$ cat config.mk
export PLATFORM = sky130hd
export DESIGN_NAME = clken_monitor_flat
export DESIGN_NICKNAME = d
export VERILOG_FILES = /design/src/rtl/clken_if.sv /design/src/rtl/clken_monitor.sv /design/src/flat_wrapper.sv
export SDC_FILE = /design/constraint.sdc
export NUM_CORES = 1
export LEC_CHECK = 0
export BUFFER_PORTS_ARGS = -buffer_cell sky130_fd_sc_hd__buf_2
export CORE_MARGIN = 4
export CORE_UTILIZATION = 50
export CTS_CLUSTER_SIZE = 12
export DETAILED_ROUTE_END_ITERATION = 16
export GPL_TIMING_DRIVEN = 0
export PLACE_DENSITY = 0.76
export SLEW_MARGIN = 20
export SYNTH_ARGS = -nofsm -noshare
export SYNTH_HDL_FRONTEND = slang
export SYNTH_SLANG_ARGS = --single-unit
$ cat constraint.sdc
create_clock -name clk -period 3 [get_ports clk]
set_input_delay 0.3 -clock clk [delete_from_list [all_inputs] [get_ports clk]]
set_output_delay 0.3 -clock clk [all_outputs]
set_load 0.02 [all_outputs]
$ cat src/rtl/clken_if.sv
// Bundles the tick under test, its expected period and the monitor's status outputs.
interface clken_if #(parameter int CNT_W = 27) ();
  logic             tick;
  logic [CNT_W-1:0] expect_period;
  logic [CNT_W-1:0] period;
  // period_valid is a one-cycle pulse with no backpressure: period must be taken that cycle.
  logic             period_valid;
  logic             locked;
  logic             fault;
  logic             timeout;

  modport master (output tick, expect_period,
                  input  period, period_valid, locked, fault, timeout);
  modport slave  (input  tick, expect_period,
                  output period, period_valid, locked, fault, timeout);
endinterface

$ cat src/rtl/clken_monitor.sv
// Measures tick-to-tick distance of a clock-enable stream, checks it against an
// expected period +/- TOL, and reports lock, sticky fault and timeout status.
module clken_monitor #(
  parameter int CNT_W  = 27,
  parameter int TOL    = 0,
  parameter int LOCK_N = 4
) (
  input  logic       clk,
  input  logic       rst_n,
  input  logic       clr,
  clken_if.slave     mon,
  output logic [1:0] dbg_state
);

  typedef enum logic [1:0] {
    S_IDLE    = 2'd0,
    S_MEASURE = 2'd1,
    S_LOCKED  = 2'd2,
    S_FAULT   = 2'd3
  } state_t;

  localparam int                GOOD_W    = $clog2(LOCK_N + 1);
  localparam logic [CNT_W-1:0]  CNT_MAX   = '1;
  localparam logic [CNT_W-1:0]  CNT_ONE   = {{(CNT_W-1){1'b0}}, 1'b1};
  localparam logic [CNT_W:0]    TOL_W     = (CNT_W+1)'(TOL);
  localparam logic [CNT_W:0]    ONE_W     = {{CNT_W{1'b0}}, 1'b1};
  localparam logic [GOOD_W-1:0] GOOD_LAST = GOOD_W'(LOCK_N - 1);

  state_t            state_q, state_d;
  logic [CNT_W-1:0]  cnt_q, cnt_d;
  logic [CNT_W-1:0]  period_q, period_d;
  logic [GOOD_W-1:0] good_q, good_d;
  logic              pv_q, pv_d;
  logic              fault_q, fault_d;
  logic              to_q, to_d;
  logic              to_done_q, to_done_d;

  logic [CNT_W:0]    exp_w, lo_w, hi_w;
  logic [CNT_W-1:0]  hi_bound;
  logic              good_p;

  // Tolerance window in one extra bit so exp-TOL and exp+TOL cannot wrap.
  always_comb begin
    exp_w    = {1'b0, mon.expect_period};
    lo_w     = (exp_w > TOL_W) ? (exp_w - TOL_W) : ONE_W;
    hi_w     = exp_w + TOL_W;
    hi_bound = (hi_w > {1'b0, CNT_MAX}) ? CNT_MAX : hi_w[CNT_W-1:0];
    good_p   = ({1'b0, cnt_q} >= lo_w) && (cnt_q <= hi_bound);
  end

  always_comb begin
    state_d   = state_q;
    cnt_d     = cnt_q;
    period_d  = period_q;
    good_d    = good_q;
    pv_d      = 1'b0;
    fault_d   = fault_q;
    to_d      = 1'b0;
    to_done_d = to_done_q;

    if (clr) begin
      state_d   = S_IDLE;
      cnt_d     = '0;
      period_d  = '0;
      good_d    = '0;
      fault_d   = 1'b0;
      to_done_d = 1'b0;
    end else if (state_q == S_IDLE) begin
      if (mon.tick) begin
        state_d   = S_MEASURE;
        cnt_d     = CNT_ONE;
        to_done_d = 1'b0;
      end
    end else if (mon.tick) begin
      cnt_d     = CNT_ONE;
      to_done_d = 1'b0;
      period_d  = cnt_q;
      pv_d      = 1'b1;
      case (state_q)
        S_MEASURE: begin
          if (!good_p) begin
            good_d = '0;
          end else if (good_q == GOOD_LAST) begin
            state_d = S_LOCKED;
            good_d  = '0;
          end else begin
            good_d = good_q + 1'b1;
          end
        end
        S_LOCKED: begin
          if (!good_p) begin
            state_d = S_FAULT;
            fault_d = 1'b1;
          end
        end
        S_FAULT: begin
          if (good_p) begin
            state_d = S_MEASURE;
            good_d  = '0;
          end
        end
        default: ;
      endcase
    end else begin
      if (cnt_q != CNT_MAX) cnt_d = cnt_q + 1'b1;
      // to_done keeps a saturated counter sitting on hi_bound from re-firing.
      if ((cnt_q == hi_bound) && !to_done_q) begin
        to_d      = 1'b1;
        to_done_d = 1'b1;
        if (state_q == S_MEASURE) good_d = '0;
        if (state_q == S_LOCKED) begin
          state_d = S_FAULT;
          fault_d = 1'b1;
        end
      end
    end
  end

  always_ff @(posedge clk or negedge rst_n) begin
    if (!rst_n) begin
      state_q   <= S_IDLE;
      cnt_q     <= '0;
      period_q  <= '0;
      good_q    <= '0;
      pv_q      <= 1'b0;
      fault_q   <= 1'b0;
      to_q      <= 1'b0;
      to_done_q <= 1'b0;
    end else begin
      state_q   <= state_d;
      cnt_q     <= cnt_d;
      period_q  <= period_d;
      good_q    <= good_d;
      pv_q      <= pv_d;
      fault_q   <= fault_d;
      to_q      <= to_d;
      to_done_q <= to_done_d;
    end
  end

  assign mon.period       = period_q;
  assign mon.period_valid = pv_q;
  assign mon.locked       = (state_q == S_LOCKED);
  assign mon.fault        = fault_q;
  assign mon.timeout      = to_q;
  assign dbg_state        = state_q;

endmodule

$ cat src/flat_wrapper.sv
// flat-port wrapper written by rule: the top's interface ports become plain ports
module clken_monitor_flat 
#(
  parameter int CNT_W  = 27,
  parameter int TOL    = 0,
  parameter int LOCK_N = 4
)
  (clk, rst_n, clr, dbg_state, mon_tick, mon_expect_period, mon_period, mon_period_valid, mon_locked, mon_fault, mon_timeout);
  clken_if #(.CNT_W(CNT_W)) mon_i ();
  input  logic clk;
  input  logic rst_n;
  input  logic clr;
  output logic [1:0] dbg_state;
  input wire logic [$bits(mon_i.tick)-1:0] mon_tick;
  input wire logic [$bits(mon_i.expect_period)-1:0] mon_expect_period;
  output wire logic [$bits(mon_i.period)-1:0] mon_period;
  output wire logic [$bits(mon_i.period_valid)-1:0] mon_period_valid;
  output wire logic [$bits(mon_i.locked)-1:0] mon_locked;
  output wire logic [$bits(mon_i.fault)-1:0] mon_fault;
  output wire logic [$bits(mon_i.timeout)-1:0] mon_timeout;
  assign mon_i.tick = mon_tick;
  assign mon_i.expect_period = mon_expect_period;
  assign mon_period = mon_i.period;
  assign mon_period_valid = mon_i.period_valid;
  assign mon_locked = mon_i.locked;
  assign mon_fault = mon_i.fault;
  assign mon_timeout = mon_i.timeout;
  clken_monitor #(.CNT_W(CNT_W), .TOL(TOL), .LOCK_N(LOCK_N)) u_core (.clk(clk), .rst_n(rst_n), .clr(clr), .mon(mon_i), .dbg_state(dbg_state));
endmodule
==> run metrics <==
status=complete, no violations; Synth Cell Area=approximately 4200 sq um; area grow syn2layout=21.7%; combinational share of power=0.114; Initial Utilization=0.510; FP Rows=33; Worst Skew=between 0.01 and 0.015 ns; final-report hold violation count=0; share of the yosys chip area belonging to registers=0.378; TritonCTS Buffers=9; LEAKAGE=2.66 nW; post-route ant nets=0; DP HPWL=just over 8 mm; list of most frequent post-synthesis cells=63 x dfrtp_1, 61 x inv_1, 56 x ha_1; GPL Wtd Cong=0.915; initial antenna violation count=0; largest net degree at the start of global routing=58; NumNets Final=633; vias in the first global route=approximately 3,900; flops & latches, synth=between 60 and 70; NetSw=around 0.45 mW; WS Path Type=flip-flop to flip-flop; core area=8180 sq um; max-cap viol count=0; CP required=3.22 ns; detailed-route vias per instance=about 5.8; FFs w/ async S/R, synth=1.00; clk sinks=63; Syn Inst Count=456; Critical R2R Capture=u_core.good_q[0]$_DFFE_PN0P_; # H-tree levels=3; Synth top area share=0.378; via count=3,805; share of layout cells above drive strength 1=0.222; Synth cell types=46; Post-synth EDFFs=0; Die Height=99.3 um; Port Buffers=61; Detailed Route Iter0 Violations=262; fmax=339 MHz; Synth area leader=dfrtp_1; share of power burned in registers=0.502; P_int=roughly 1.3 mW; Critical Path Source Type=flip-flop; Filler cells=710; global-route wire length before repair=between 15 and 20 mm; CP Capture Type=flip-flop; CTS tree=yes; gr ovfl total=0; die width=99.3 um; maximum vdd drop=around 250 uV; clock network power share=0.383; pwr dens=336 nW/um^2; flop-to-flop setup slack=roughly 0.053 ns; Root Buffer=clkbuf_8; 1st-pass router iterations=4; count leader, synth=dfrtp_1; total track usage=0.239; main flop type after synthesis=dfrtp_1; headroom to the max-slew limit=0.504; Setup-failing EPs final=0; Worst-Skew Late Latency=roughly 0.34 ns; R2R depth=9; share of the core filled with cells=0.620; Die Footprint=between 9000 and 10,000 sq um; Avg Cell Area, Syn=9.14 sq um; Area contributors post-synth=dfrtp_1 38%, ha_1 17%, a22o_1 5.9%; ant diodes=0; Max Root-Sink Buffers=2; clock slew at reported path FFs=around 0.07 ns; Synth Warn #=0; final period utilization=0.982; Switching Share=0.262; post-DR wirelength/cell=17.5 um; Syn Nets=about 540; fin crit period=2.95 ns; post-route insts no fill=between 600 and 700; R2R Path Start=u_core.cnt_q[19]$_DFFE_PN0P_; drc violations=0; Worst Hold Class=input pin to async pin; dpl cells=about 620; Slew Viols, Final=0; Routed WL=11.4 mm; I/O pins=64; slew of the pin with the lowest slew margin=0.743 ns; crit path DAT=~3.2 ns; critical path fanouts, max=4
-- layer usage --
metal / global-route usage / up-vias / wire [um]
li1: - / 1812 / -
met1: 0.320 / 1841 / 5000
met2: 0.376 / 121 / 5310
met3: 0.0512 / 31 / 766
met4: 0.104 / 0 / 342
met5: 0 / - / 0
-- flip-flops by register name, summed over array words and instances, names as in the netlist --
signal                   count
u_core.dbg_state             2
u_core.to_done_q             1
u_core.mon.fault             1
u_core.mon.period_valid      1
u_core.good_q                3
u_core.cnt_q                27
u_core.mon.period           27
u_core.mon.timeout           1
-- worst max path at each step --
stage,endpoint,depth (start not counted),startpoint,slack [ns]
4_1_cts,u_core.good_q[0]$_DFFE_PN0P_,9,u_core.cnt_q[26]$_DFFE_PN0P_,0.003
3_3_place_gp,u_core.good_q[0]$_DFFE_PN0P_,13,mon_expect_period[1],-0.29
3_5_place_dp,u_core.good_q[0]$_DFFE_PN0P_,13,mon_expect_period[1],-0.26
5_1_grt,u_core.good_q[0]$_DFFE_PN0P_,9,u_core.cnt_q[19]$_DFFE_PN0P_,-0.02
2_1_floorplan,u_core.dbg_state[0]$_DFFE_PN0P_,8,u_core.cnt_q[23]$_DFFE_PN0P_,0.09
6_report,u_core.good_q[0]$_DFFE_PN0P_,9,u_core.cnt_q[19]$_DFFE_PN0P_,0.05
-- worst max-delay path: stages (launching register included) --
cell and delay (ns):
dfrtp_2 0.42, ha_1 0.30, nand4_1 0.17, or4_4 0.56, or4_4 0.48, or2_4 0.28
o21ai_2 0.11, a21o_1 0.17, o21ai_2 0.08, mux2_4 0.26
-- metrics by stage --
| stage | cell area (sq um) | setup TNS (ns) | setup WS, ns | hold slack, ns | total power, mW |
|---|---|---|---|---|---|
| final | 5070 | 0 | 0.0533 | 0.313 | 1.70 |
| after global routing | 5070 | -0.0349 | -0.0156 | 0.314 | 1.78 |
| after CTS | 4920 | 0 | 0.00307 | 0.300 | 1.71 |
| after detailed placement | 4640 | -0.945 | -0.256 | 0.132 | 1.05 |
| after global placement | 4610 | -0.897 | -0.286 | 0.454 | 1.04 |
| after floorplan | 4170 | 0 | 0.0852 | 0.00441 | 0.969 |
-- cells in the final DEF (no fill, tap or decap), types with 2 or more instances in the layout --
cell      Yosys  layout
nand3_1      15      15
or2_2         2       2
a31oi_1       3       3
clkbuf_1     13      13
a21o_1        7       7
nand2b_1      4       4
a211oi_1      2       2
xor2_1        9       9
o21ai_0      18      18
or3_1         6       6
a21oi_1      31      31
o31ai_1       2       2
xnor2_1       8       8
ha_1         56      49
a221oi_1      2       2
nand2_1      19      19
and4_1        5       5
and3_1        2       2
nor3_1        7       7
nor4_1        9       9
clkbuf_8      0      11
dfrtp_2       0      11
nor2_1       38      38
a22o_1       28      28
ha_4          0       7
or4_4         2       3
or2_1         3       2
clkbuf_2      0       2
o21ai_2       0       2
buf_4         0      17
inv_1        61      61
buf_2         0      60
nand4_1      18      18
mux2i_1       2       2
dfrtp_1      63      52
-- area by class of cell --
type / instances / area (sq um) / area share
Multi-Input combinational cell: 318 / 2440 / 0.481
Sequential cell: 63 / 1590 / 0.314
Timing Repair Buffer: 79 / 465 / 0.0918
Inverter: 61 / 229 / 0.0451
Clock buffer: 13 / 159 / 0.0313
Tap cell: 105 / 131 / 0.0259
Buffer: 14 / 55.1 / 0.0109
Clock inverter: 1 / 5.00 / 0.000987
-- power groups by stage --
stage               clock (mW)  sequential (mW)  combinational (mW)
floorplan                    0            0.874              0.0954
global route             0.702            0.856               0.222
CTS                      0.669            0.856               0.185
finish                   0.653            0.856               0.195
global placement             0            0.872               0.169
detailed placement           0            0.872               0.182
-- kinds of logic (layout without fill, tap and decap cells) --
family                   after synthesis  in the layout  share of synthesized area
multiplexers                           3              3                    0.00750
buffers and inverters                 75            168                     0.0675
adder cells (fa/ha/maj)               56             56                      0.168
XOR/XNOR                              17             17                     0.0357
AND/OR/NAND/NOR                      137            137                      0.174
flip-flops                            63             63                      0.378
AO/OA/AOI/OAI                        105            105                      0.169
-- repair_timing --
action,in CTS,in global routing
pin swaps,3,4
hold buffers,1,0
endpoints found under the setup margin,5,9
buffers inserted,9,7
gates resized for setup,13,16
hold endpoints to repair,6,0
Power figures use the tool's default switching activity.
